==> src/rtl/t03_controller_poller.sv <==
// rtl/t03_controller_poller.sv - polls two serial game controllers into a 16-bit pressed-high word
module t03_controller_poller #(
  parameter int CLK_DIV     = 4,
  parameter int POLL_PERIOD = 416667,
  parameter int BITS        = 8
) (
  input  logic                clk,
  input  logic                rst,
  input  logic                en,
  input  logic                data_p1,
  input  logic                data_p2,
  output logic                ctrl_latch,
  output logic                ctrl_pulse,
  output logic [2*BITS-1:0]   controller_inputs,
  output logic                valid,
  output logic                busy
);

  localparam int PW = (POLL_PERIOD > 1) ? $clog2(POLL_PERIOD) : 1;
  localparam int DW = $clog2(2 * CLK_DIV);
  localparam logic [PW-1:0] PERIOD_LAST = PW'(POLL_PERIOD - 1);
  localparam logic [DW-1:0] LATCH_LAST  = DW'(2 * CLK_DIV - 1);
  localparam logic [DW-1:0] HALF_LAST   = DW'(CLK_DIV - 1);
  localparam logic [2:0]    PULSE_LAST  = 3'(BITS - 2);

  typedef enum logic [2:0] {IDLE, LATCH, HIGH, LOW, DONE} state_t;

  state_t            state, stateNext;
  logic [PW-1:0]     periodCnt;
  logic [DW-1:0]     divCnt;
  logic [2:0]        pulseCnt;
  logic [1:0]        syncP1, syncP2;
  logic [BITS-1:0]   shiftP1, shiftP2;
  logic              lastCycle;
  logic              sampleNow;

  always_comb begin
    stateNext = state;
    lastCycle = 1'b0;
    case (state)
      IDLE:  if (periodCnt == '0 && en) stateNext = LATCH;
      LATCH: begin
        lastCycle = (divCnt == LATCH_LAST);
        if (lastCycle) stateNext = HIGH;
      end
      HIGH: begin
        lastCycle = (divCnt == HALF_LAST);
        if (lastCycle) stateNext = LOW;
      end
      LOW: begin
        lastCycle = (divCnt == HALF_LAST);
        if (lastCycle) stateNext = (pulseCnt == PULSE_LAST) ? DONE : HIGH;
      end
      DONE:    stateNext = IDLE;
      default: stateNext = IDLE;
    endcase
  end

  // Bit 0 is taken at the end of the latch, every later bit at the end of a low phase.
  assign sampleNow = lastCycle && (state == LATCH || state == LOW);

  always_ff @(posedge clk or posedge rst) begin
    if (rst) state <= IDLE;
    else     state <= stateNext;
  end

  always_ff @(posedge clk or posedge rst) begin
    if (rst) begin
      periodCnt         <= '0;
      divCnt            <= '0;
      pulseCnt          <= '0;
      syncP1            <= 2'b11;
      syncP2            <= 2'b11;
      shiftP1           <= '0;
      shiftP2           <= '0;
      controller_inputs <= '0;
      ctrl_latch        <= 1'b0;
      ctrl_pulse        <= 1'b0;
      valid             <= 1'b0;
      busy              <= 1'b0;
    end else begin
      periodCnt <= (periodCnt == PERIOD_LAST) ? '0 : periodCnt + PW'(1);
      divCnt    <= (stateNext != state || state == IDLE) ? '0 : divCnt + DW'(1);
      if (state == LATCH)
        pulseCnt <= '0;
      else if (state == LOW && lastCycle)
        pulseCnt <= pulseCnt + 3'd1;
      syncP1 <= {syncP1[0], data_p1};
      syncP2 <= {syncP2[0], data_p2};
      if (sampleNow) begin
        shiftP1 <= {shiftP1[BITS-2:0], ~syncP1[1]};
        shiftP2 <= {shiftP2[BITS-2:0], ~syncP2[1]};
      end
      // The last bit is folded in directly so the word appears on the DONE cycle.
      if (stateNext == DONE)
        controller_inputs <= {shiftP1[BITS-2:0], ~syncP1[1], shiftP2[BITS-2:0], ~syncP2[1]};
      ctrl_latch <= (stateNext == LATCH);
      ctrl_pulse <= (stateNext == HIGH);
      busy       <= (stateNext == LATCH || stateNext == HIGH || stateNext == LOW);
      valid      <= (stateNext == DONE);
    end
  end

endmodule

==> config.mk <==
export PLATFORM = sky130hd
export DESIGN_NAME = t03_controller_poller
export DESIGN_NICKNAME = d
export VERILOG_FILES = /design/src/rtl/t03_controller_poller.sv
export SDC_FILE = /design/constraint.sdc
export NUM_CORES = 1
export LEC_CHECK = 0
export ABC_AREA = 0
export CAP_MARGIN = 5
export CORE_MARGIN = 10
export CORE_UTILIZATION = 50
export DETAILED_ROUTE_END_ITERATION = 8
export PLACE_DENSITY = 0.71
export RECOVER_POWER = 50
export REMOVE_ABC_BUFFERS = 1
export SYNTH_ARGS = -nofsm -noshare
export SYNTH_HDL_FRONTEND = slang
export SYNTH_SLANG_ARGS = --single-unit
==> constraint.sdc <==
create_clock -name clk -period 2.5 [get_ports clk]
set_clock_uncertainty 0.05 [all_clocks]
set_input_delay 0.375 -clock clk [delete_from_list [all_inputs] [get_ports clk]]
set_output_delay 0.375 -clock clk [all_outputs]
set_load 0.02 [all_outputs]
==> reports/qor.yml, run 1 <==
path_cells: "dlygate4sd3_1 -> inv_1 -> clkbuf_2 -> buf_12"
cts_buffers: 9
hold_viol_final: 0
cts_resized: 0
cts_htree_levels: 3
layout.nets: 272
crit_type: "in -> async"
die_height_um: 96.10
fin_crit_sh_pct: 77.99
path_buf_inv: 4
finalSetupViolCount: 0
cp_slowest_cell: "clkbuf_2"
detail_route.wl_per_cell_um: 14.08
clk_pin_slew_ns: 0.07
yosysSeqAreaShare_pct: 57.22
io_pins: 25
ctsHoldBuffers: 0
ff2ff_setup_slack_ns: 0.58
peakVddDrop_v: 0.0003369
firstDrtPassIters: 4
max_stage_delay_ns: 0.70
cts_buffer_depth: 2
wirelength_um: 4730
seq_power_share_pct: 53.8
first_iter_violations: 43
core_area_um2: 5574
die_w_um: 96.10
grt_max_degree: 30
cts.sinks: 66
critPathMaxFanout: 29
drv_slew: 0
worst_skew_pair.late_latency_ns: 0.33
start_util_pct: 51.94
antenna_found_initial: 0
hold_class: "reg -> reg"
via_per_inst: 5.170
yosysWarningCount: 0
drc: 0
track_usage_pct: 11.27
place_hpwl_um: 3411
p_int_mw: 1.585
final.setup.tns_ns: 0
leakage_nw: 1.523
root_buffer: "clkbuf_8"
fin_crit_ns: 1.950
relSlewSlack_pct: 46.74
syn_area_per_cell_um2: 12.93
portBuffers: 24
grt_pass1_vias: 1795
outcome: "complete, no violations"
rows: 27
drive_above_1_share_pct: 23.48
diodes: 0
gp_congestion: 0.7942
switching_share_pct: 21.88
clkPwrFrac_pct: 44.3
grt_pass1_wl_um: 8197
critical-path-top-delay-family: "buffers and inverters"
fmax_mhz: 512.9
gr-total-overflow: 0
combPwrFrac_pct: 1.9
vias: 1737
antenna_left: 0
power.density_nw_per_um2: 596.7
ys_types: 46
arrival_ns: 2.45
netlist_area_um2: 2895
syn_inst: 224
die-area_um2: 9234
tightest_slew_ns: 0.7980
syn2layout_area_growth_pct: 17.46
ys_seq_elements: 66
required_ns: 3.00
critPathLaunchType: "input port"
cts_setup_buffers: 0
drv_cap: 0
finalPower_mw: 2.029
p_switching_mw: 0.4439
cts_tree: "yes"
endpoint_kind: "asynchronous set/reset pin"
rsz0062_at_grt: "false"
-- state kept, by name, summed over array words and instances, names as in the netlist --
register / flops
controller_inputs: 16
syncP1: 2
pulseCnt: 3
shiftP2: 7
ctrl_pulse: 1
busy: 1
valid: 1
state: 3
ctrl_latch: 1
periodCnt: 19
syncP2: 2
divCnt: 3
shiftP1: 7
-- metal layers --
layer / part of all wire, % / track usage [%] / up-vias
met5: 0 / 0 / -
met4: 1.5 / 4.791 / 0
met3: 6.0 / 2.879 / 9
met2: 46 / 18.33 / 28
met1: 46 / 13.90 / 855
li1: - / - / 845
-- placed cells by master, fill, tap and decap left out, drive strengths merged, types with 3 or more instances in the layout --
master and instances:
mux2i 4, inv 14, dfstp 4, clkdlybuf4s50 21, nor3 8, nand4 6
dfrtp 62, clkinvlp 3, clkbuf 11, buf 4, nand2 8, mux2 27
ha 8, a21oi 6, dlygate4sd3 3, xor2 6, nor2 21, nand3 4
nor4 7, xnor2 9
-- stage by stage --
step                worst slack (ns)  utilization [%]  cell area (um^2)  hold slack (ns)  std cells
floorplan                     0.3138                -              2849           0.2952        219
global placement              0.6425            58.16              3242           0.2957        320
detailed placement            0.5930            58.16              3242           0.2978        320
CTS                           0.5681            61.82              3446           0.3087        336
global route                  0.2696            61.01              3401           0.3112        336
finish                        0.5503            61.01              3401           0.3071        336
-- logic make-up after synthesis --
family / after synthesis / synth area share, %
compound gates: 15 / 3.544
xor+xnor: 15 / 4.538
fa+ha+maj: 8 / 3.457
buf+inv: 19 / 3.414
flops: 66 / 57.22
mux: 31 / 11.88
simple gates: 70 / 15.95
-- path summary, 6_finish.rpt --
path,startpoint,end,cells past startpoint
hold reg to reg,syncP1[0],syncP1[1],0
min in group asynchronous,rst,periodCnt[18],2
setup / recovery,rst,valid,4
setup reg to reg,periodCnt[2],periodCnt[17],4
hold / removal,syncP1[0],syncP1[1],0
max in group clk,periodCnt[2],periodCnt[17],4
-- cell type report --
type                       instances  area [um^2]
fill                             442         2173
sequential                        66         1657
multi-input combinational        139         1110
timing repair buffer              29        287.8
clock buffer                      10        137.6
tap                               72        90.09
clock inverter                     6        66.31
inverter                          14        52.55
-- power groups by stage --
stage | clock network [mW] | logic [mW] | registers [mW]
after floorplan | 0 | 0.0242 | 1.11
after global placement | 0 | 0.0442 | 1.11
after CTS | 0.915 | 0.0452 | 1.09
after global routing | 0.967 | 0.0453 | 1.09
after detailed placement | 0 | 0.0452 | 1.11
final | 0.899 | 0.0387 | 1.09
-- synth_stat cells (all sizes together) --
| master | n | share of area [%] |
|---|---|---|
| nor2b | 2 | 0.52 |
| dfstp | 4 | 3.6 |
| or2 | 2 | 0.43 |
| a21oi | 6 | 1.0 |
| nor4 | 7 | 2.5 |
| nor2 | 21 | 2.7 |
| inv | 14 | 1.8 |
| buf | 5 | 1.6 |
| a21bo | 1 | 0.35 |
| dfrtp | 62 | 54 |
| and4 | 1 | 0.30 |
| nand3 | 4 | 1.1 |
| nand4b | 2 | 0.61 |
| xor2 | 6 | 1.8 |
| o221ai | 1 | 0.30 |
| ha | 8 | 3.5 |
| nand2b | 2 | 0.43 |
| a311oi | 1 | 0.30 |
| and2 | 1 | 0.22 |
| xnor2 | 9 | 2.7 |
| o21ai | 1 | 0.17 |
| mux2i | 4 | 1.4 |
| or3 | 2 | 0.61 |
| nand2 | 8 | 1.1 |
| nand4 | 6 | 1.8 |
| nand3b | 1 | 0.26 |
| mux2 | 27 | 11 |
| a21o | 1 | 0.26 |
| a211o | 1 | 0.30 |
| o31a | 1 | 0.30 |
| and3 | 1 | 0.22 |
| o31ai | 2 | 0.52 |
| nor3 | 8 | 2.3 |
| nor3b | 2 | 0.69 |
No activity file was read; power rests on OpenSTA's default activity.
==> run 2: changes to the inputs <==
==> constraint.sdc (replaced) <==
create_clock -name clk -period 1.9 [get_ports clk]
set_clock_uncertainty 0.05 [all_clocks]
set_input_delay 0.285 -clock clk [delete_from_list [all_inputs] [get_ports clk]]
set_output_delay 0.285 -clock clk [all_outputs]
set_load 0.02 [all_outputs]
==> run 2 against run 1 <==
  * Sequential share of layout area down 0.74 points
  * Cell count grew 0.89%
  * Core utilization grew 1.0 points
  * Clock power increased by 23%
  * Sequential cell count unchanged
  * Worst setup slack worse by 0.47 ns
  * Sequential power is 32% higher
  * Critical path depth rose by 2
  * Combinational power increased by 19%
  * Via count decreased by 0.46%
  * Cell area up 1.7%
  * Highest routed layer unchanged
==> reports/qor.yml, run 2 (synthesized netlist as in run 1, its figures left out) <==
antenna_left: 0  # unchanged
cp_slowest_cell: "dfrtp_1"
core_area_um2: 5574  # unchanged
cts_buffer_depth: 2  # unchanged
cts_htree_levels: 3  # unchanged
wirelength_um: 4769  # +0.82%
outcome: "complete, no violations"
rsz0062_at_grt: "true"
vias: 1729  # -0.46%
dp_worst_setup_slack_ns: 0.01074  # -0.5822 ns
fmax_mhz: 549.1
tightest_slew_ns: 0.8585  # +0.06043 ns
dpl_cell_area_um2: 3262  # +0.62%
root_buffer: "clkbuf_8"
peakVddDrop_v: 0.0003446  # +2.3%
worst_skew_pair.late_latency_ns: 0.33  # about the same
finalPower_mw: 2.589  # +28%
r2r-end: "ctrl_pulse"
top_regs: "periodCnt: 19 flops, controller_inputs: 16 flops"
largest_reg_flops: 19  # unchanged
portBuffers: 24  # unchanged
firstDrtPassIters: 4  # unchanged
critPathLaunchType: "flop"
syn2layout_area_growth_pct: 19.45
drv_cap: 0  # unchanged
cp-startpoint: "divCnt[0]"
timing.hold.ws_ns: 0.3056  # -0.001558 ns
gr-total-overflow: 0  # unchanged
final_core_util_pct: 62.04  # +1.0 points
relSlewSlack_pct: 42.77  # -4.0 points
final.setup.tns_ns: 0  # unchanged
via_per_inst: 5.100  # -1.3%
layout.nets: 275  # +1.1%
leakage_nw: 1.544  # +1.4%
endpoint_kind: "flop"
drive_above_1_share_pct: 26.59  # +3.1 points
place_hpwl_um: 3288  # -3.6%
finalNonFillerCells: 339  # +0.89%
mostFrequentLayoutCell: "dfrtp_1"
cts_buffers: 9  # unchanged
rows: 27  # unchanged
r2r_start: "divCnt[0]"
path_cells: "ha_1 -> ha_2 -> mux2_2 -> a211o_1 -> o31a_1 -> and2_1"
grt_pass1_vias: 1737  # -3.2%
die_w_um: 96.10  # unchanged
design_area_um2: 3458  # +1.7%
layout_common_cells: "dfrtp_1 (60), mux2_2 (27), nor2_1 (21), clkdlybuf4s50_1 (21), inv_1 (13)"
die_height_um: 96.10  # unchanged
top_register: "periodCnt"
hold_viol_final: 0  # unchanged
ctsHoldBuffers: 0  # unchanged
cts.sinks: 66  # unchanged
reg2reg_depth: 6  # +2
io_pins: 25  # unchanged
finalSetupViolCount: 0  # unchanged
antenna_found_initial: 0  # unchanged
cts_tree: "yes"
fin_crit_ns: 1.821
grt_pass1_wl_um: 8004  # -2.4%
power.density_nw_per_um2: 748.6  # +25%
required_ns: 2.07  # -0.93 ns
ff2ff_setup_slack_ns: 0.08  # -0.50 ns
fin_crit_sh_pct: 95.86
clk_pin_slew_ns: 0.07  # about the same
arrival_ns: 1.99  # -0.46 ns
detail_route.wl_per_cell_um: 14.07  # about the same
drc: 0  # unchanged
placedCellCount: 321  # +0.31%
max_stage_delay_ns: 0.38  # -0.32 ns
first_iter_violations: 58  # +35%
setup_ws_ns: 0.07870  # -0.4716 ns
critPathMaxFanout: 4  # -86%
crit_type: "reg -> reg"
track_usage_pct: 11.19  # -0.079 points
drv_slew: 0  # unchanged
hold_class: "reg -> reg"
gp_congestion: 0.8452  # +6.4%
diodes: 0  # unchanged
start_util_pct: 51.94  # unchanged
die-area_um2: 9234  # unchanged
grt_max_degree: 67  # +120%
worstSetupEndpoint: "ctrl_pulse"
run 2: cell types whose count changed in the layout (fill, tap and decap cells not counted), sizes merged:
cell,change
clkbuf,+1
buf,+3
inv,-1
clkinvlp,-1
clkinv,+1
run 2: what timing repair did:
| item | 4_1_cts | 5_1_grt |
|---|---|---|
| buffers inserted | 0 | 2 |
| gates resized for setup | 1 | 6 |
| endpoints found under the setup margin | 1 | 16 |
| gates cloned | 0 | 0 |
| pin swaps | 0 | 2 |
run 2: worst min-delay path by stage:
stage	slack (ns)	cells after the start	startpoint	end
finish	0.31	0	syncP1[0]	syncP1[1]
global route	0.30	0	syncP1[0]	syncP1[1]
CTS	0.28	3	rst	periodCnt[2]
detailed placement	0.30	0	syncP2[0]	syncP2[1]
global placement	0.30	0	syncP2[0]	syncP2[1]
floorplan	0.24	0	data_p1	syncP1[0]
run 2: worst max-delay path, delay by kind of cell, from the launching register on:
| family | cells | cell delay, ns |
|---|---|---|
| flip-flops | 1 | 0.38 |
| AND/OR/NAND/NOR | 1 | 0.14 |
| adder cells (fa/ha/maj) | 2 | 0.45 |
| AO/OA/AOI/OAI | 2 | 0.41 |
| multiplexers | 1 | 0.28 |
run 2: power by group:
| part | switching, mW | internal, mW | leakage [nW] |
|---|---|---|---|
| Combinational | 0.0299 | 0.0163 | 0.621 |
| Sequential | 0.0106 | 1.43 | 0.834 |
| Clock | 0.505 | 0.602 | 0.0893 |
run 2: routing by layer:
| metal | wire length, um | track usage [%] | vias up |
|---|---|---|---|
| met5 | 0 | 0 | - |
| met4 | 68 | 5.160 | 0 |
| met3 | 233 | 3.735 | 9 |
| met2 | 2187 | 17.04 | 32 |
| met1 | 2280 | 14.11 | 836 |
| li1 | - | - | 852 |
run 2: area by class of cell:
class	instances	area (um^2)
Inverter	14	52.55
Sequential cell	66	1659
Multi-Input combinational cell	139	1145
Clock inverter	5	55.05
Clock buffer	11	131.4
Fill cell	449	2116
Timing Repair Buffer	32	325.3
Tap cell	72	90.09
==> run 3: changes to the inputs <==
==> constraint.sdc (replaced) <==
create_clock -name clk -period 2 [get_ports clk]
set_clock_uncertainty 0.05 [all_clocks]
set_input_delay 0.3 -clock clk [delete_from_list [all_inputs] [get_ports clk]]
set_output_delay 0.3 -clock clk [all_outputs]
set_load 0.02 [all_outputs]
==> run 3 against run 2 <==
  * Total power decreased by 2.5%
  * First-iteration DRC count increased by 64%
  * Largest power group unchanged
  * Sequential share of layout area increased by 0.24 points
  * Count of clock-buffer cells in the layout increased by 2
  * Largest cell class unchanged
  * Clock power about the same
  * Cell count decreased by 0.88%
==> reports/qor.yml, run 3 (synthesized netlist as in run 1, its figures left out) <==
die-area_um2: 9234  # unchanged
largest_reg_flops: 19  # unchanged
clkPwrFrac_pct: 44.2  # +1.5 points
fin_crit_ns: 1.874  # +0.05289 ns
cts_resized: 0  # -1
via_per_inst: 5.193  # +1.8%
grt_max_degree: 67  # unchanged
top_regs: "periodCnt: 19 flops, controller_inputs: 16 flops"
outcome: "complete, no violations"
clk_pin_slew_ns: 0.06  # about the same
ctsHoldBuffers: 0  # unchanged
endpoint_kind: "flop"
reg2reg_depth: 6  # unchanged
seq_power_share_pct: 54.1  # -1.4 points
grt_use_met2_pct: 17.26  # +0.22 points
die_height_um: 96.10  # unchanged
drv_slew: 0  # unchanged
cts_buffer_depth: 2  # unchanged
cts.sinks: 66  # unchanged
hold_path_startpoint: "syncP1[0]"
die_w_um: 96.10  # unchanged
root_buffer: "clkbuf_8"
drive_above_1_share_pct: 23.48  # -3.1 points
peakVddDrop_v: 0.0004352  # +26%
r2r_start: "divCnt[0]"
place_hpwl_um: 3361  # +2.2%
track_usage_pct: 11.37  # +0.18 points
rows: 27  # unchanged
fin_crit_sh_pct: 93.71  # -2.1 points
combPwrFrac_pct: 1.7  # about the same
relSlewSlack_pct: 8.120  # -35 points
critPathMaxFanout: 5  # +1
layout.nets: 273  # -0.73%
drv_cap: 0  # unchanged
hold_depth: 0  # unchanged
p_switching_mw: 0.4847  # -11%
design_area_um2: 3436  # -0.65%
wirelength_um: 4693  # -1.6%
grt_pass1_vias: 1783  # +2.6%
n_fill_cell: 456  # +1.6%
portBuffers: 24  # unchanged
gr-total-overflow: 0  # unchanged
diodes: 0  # unchanged
crit_type: "reg -> reg"
finalPower_mw: 2.524  # -2.5%
grt_use_met3_pct: 4.669  # +0.93 points
syn2layout_area_growth_pct: 18.67
core_area_um2: 5574  # unchanged
cts_setup_buffers: 0  # unchanged
tightest_slew_ns: 1.378  # +0.5197 ns
detail_route.wl_per_cell_um: 13.97  # -0.71%
antenna_left: 0  # unchanged
leakage_nw: 1.554  # +0.61%
hold_viol_final: 0  # unchanged
path_cells: "ha_1 -> ha_1 -> mux2_1 -> a211o_1 -> o31a_1 -> and2_1"
max_stage_delay_ns: 0.38  # about the same
r2r-end: "ctrl_pulse"
top_register: "periodCnt"
io_pins: 25  # unchanged
switching_share_pct: 19.20  # -1.9 points
mostFrequentLayoutCell: "dfrtp_1"
worst_skew_pair.late_latency_ns: 0.33  # about the same
arrival_ns: 2.04  # +0.05 ns
grt_pass1_wl_um: 8128  # +1.5%
start_util_pct: 51.94  # unchanged
antenna_found_initial: 0  # unchanged
p_int_mw: 2.040  # -0.20%
gp_congestion: 0.8464  # +0.14%
cts_htree_levels: 3  # unchanged
drc: 0  # unchanged
rsz0062_at_grt: "false"
cp_common_cell: "ha_1"
required_ns: 2.17  # +0.10 ns
hold_end: "syncP1[1]"
firstDrtPassIters: 4  # unchanged
cts_buffers: 9  # unchanged
hold_class: "reg -> reg"
ff2ff_setup_slack_ns: 0.13  # +0.05 ns
critPathLaunchType: "flop"
vias: 1745  # +0.93%
grt-busiest-layer: "met2"
fmax_mhz: 533.6  # -2.8%
gr-usage-met1_pct: 14.01  # -0.095 points
cts_tree: "yes"
finalSetupViolCount: 0  # unchanged
layout_common_cells: "dfrtp_1 (62), mux2_2 (26), clkdlybuf4s50_1 (22), nor2_1 (21), inv_1 (13)"
cp_slowest_cell: "dfrtp_1"
power.density_nw_per_um2: 734.8  # -1.8%
first_iter_violations: 95  # +64%
dpl_cell_area_um2: 3262  # unchanged
-- run 3: changes by cell type in the layout (fill, tap and decap cells not counted), sizes merged --
cell           change
buf                -1
clkinv             -1
clkinvlp           -2
clkbuf             +1
dlygate4sd3        -1
clkdlybuf4s50      +1
-- run 3: metal layers --
metal / routed length, um / vias up
met5: 0 / -
met4: 51 / 0
met3: 281 / 6
met2: 2207 / 31
met1: 2152 / 861
li1: - / 847
-- run 3: per-stage QoR --
step                      TNS (ns)  hold WS [ns]  setup WS, ns  std cells  util, %
after detailed placement         0        0.2988        0.1266        321    58.52
after global routing             0        0.3121       0.03595        336    61.64
after CTS                        0        0.2944        0.1181        336    62.18
final                            0        0.3082        0.1258        336    61.64
after global placement           0        0.2960        0.1533        321    58.52
after floorplan             -2.607        0.2545       -0.1862        219        -
-- run 3: worst max-delay path: cells and delay by family (launching register included) --
| kind | cells | cell delay [ns] |
|---|---|---|
| adders and majority gates | 2 | 0.46 |
| AOI/OAI and AO/OA | 2 | 0.41 |
| DFF | 1 | 0.38 |
| muxes | 1 | 0.33 |
| and+or+nand+nor | 1 | 0.14 |
-- run 3: power groups by stage --
stage,Sequential (mW),Clock [mW],Combinational [mW]
after floorplan,1.39,0,0.0303
after global placement,1.39,0,0.0508
after detailed placement,1.39,0,0.0513
after CTS,1.36,1.15,0.0515
after global routing,1.37,1.23,0.0520
final,1.37,1.12,0.0436
-- run 3: area by class of cell --
cell class / instances / area, um^2 / share of cell area (%)
clock inverters: 2 / 35.03 / 1.020
repair buffers: 30 / 307.8 / 8.958
well taps: 72 / 90.09 / 2.622
clock buffers: 13 / 168.9 / 4.916
flip-flops and latches: 66 / 1657 / 48.22
multi-input cells: 139 / 1125 / 32.74
inverters: 14 / 52.55 / 1.529
-- run 3: worst max-delay path by stage --
stage                                  endpoint  cells after the start      start
after floorplan           controller_inputs[10]                      5  divCnt[0]
after global placement               ctrl_pulse                      6  divCnt[0]
after detailed placement             ctrl_pulse                      6  divCnt[0]
after CTS                            ctrl_pulse                      6  divCnt[0]
after global routing                 shiftP2[0]                      3        rst
final                                ctrl_pulse                      6  divCnt[0]
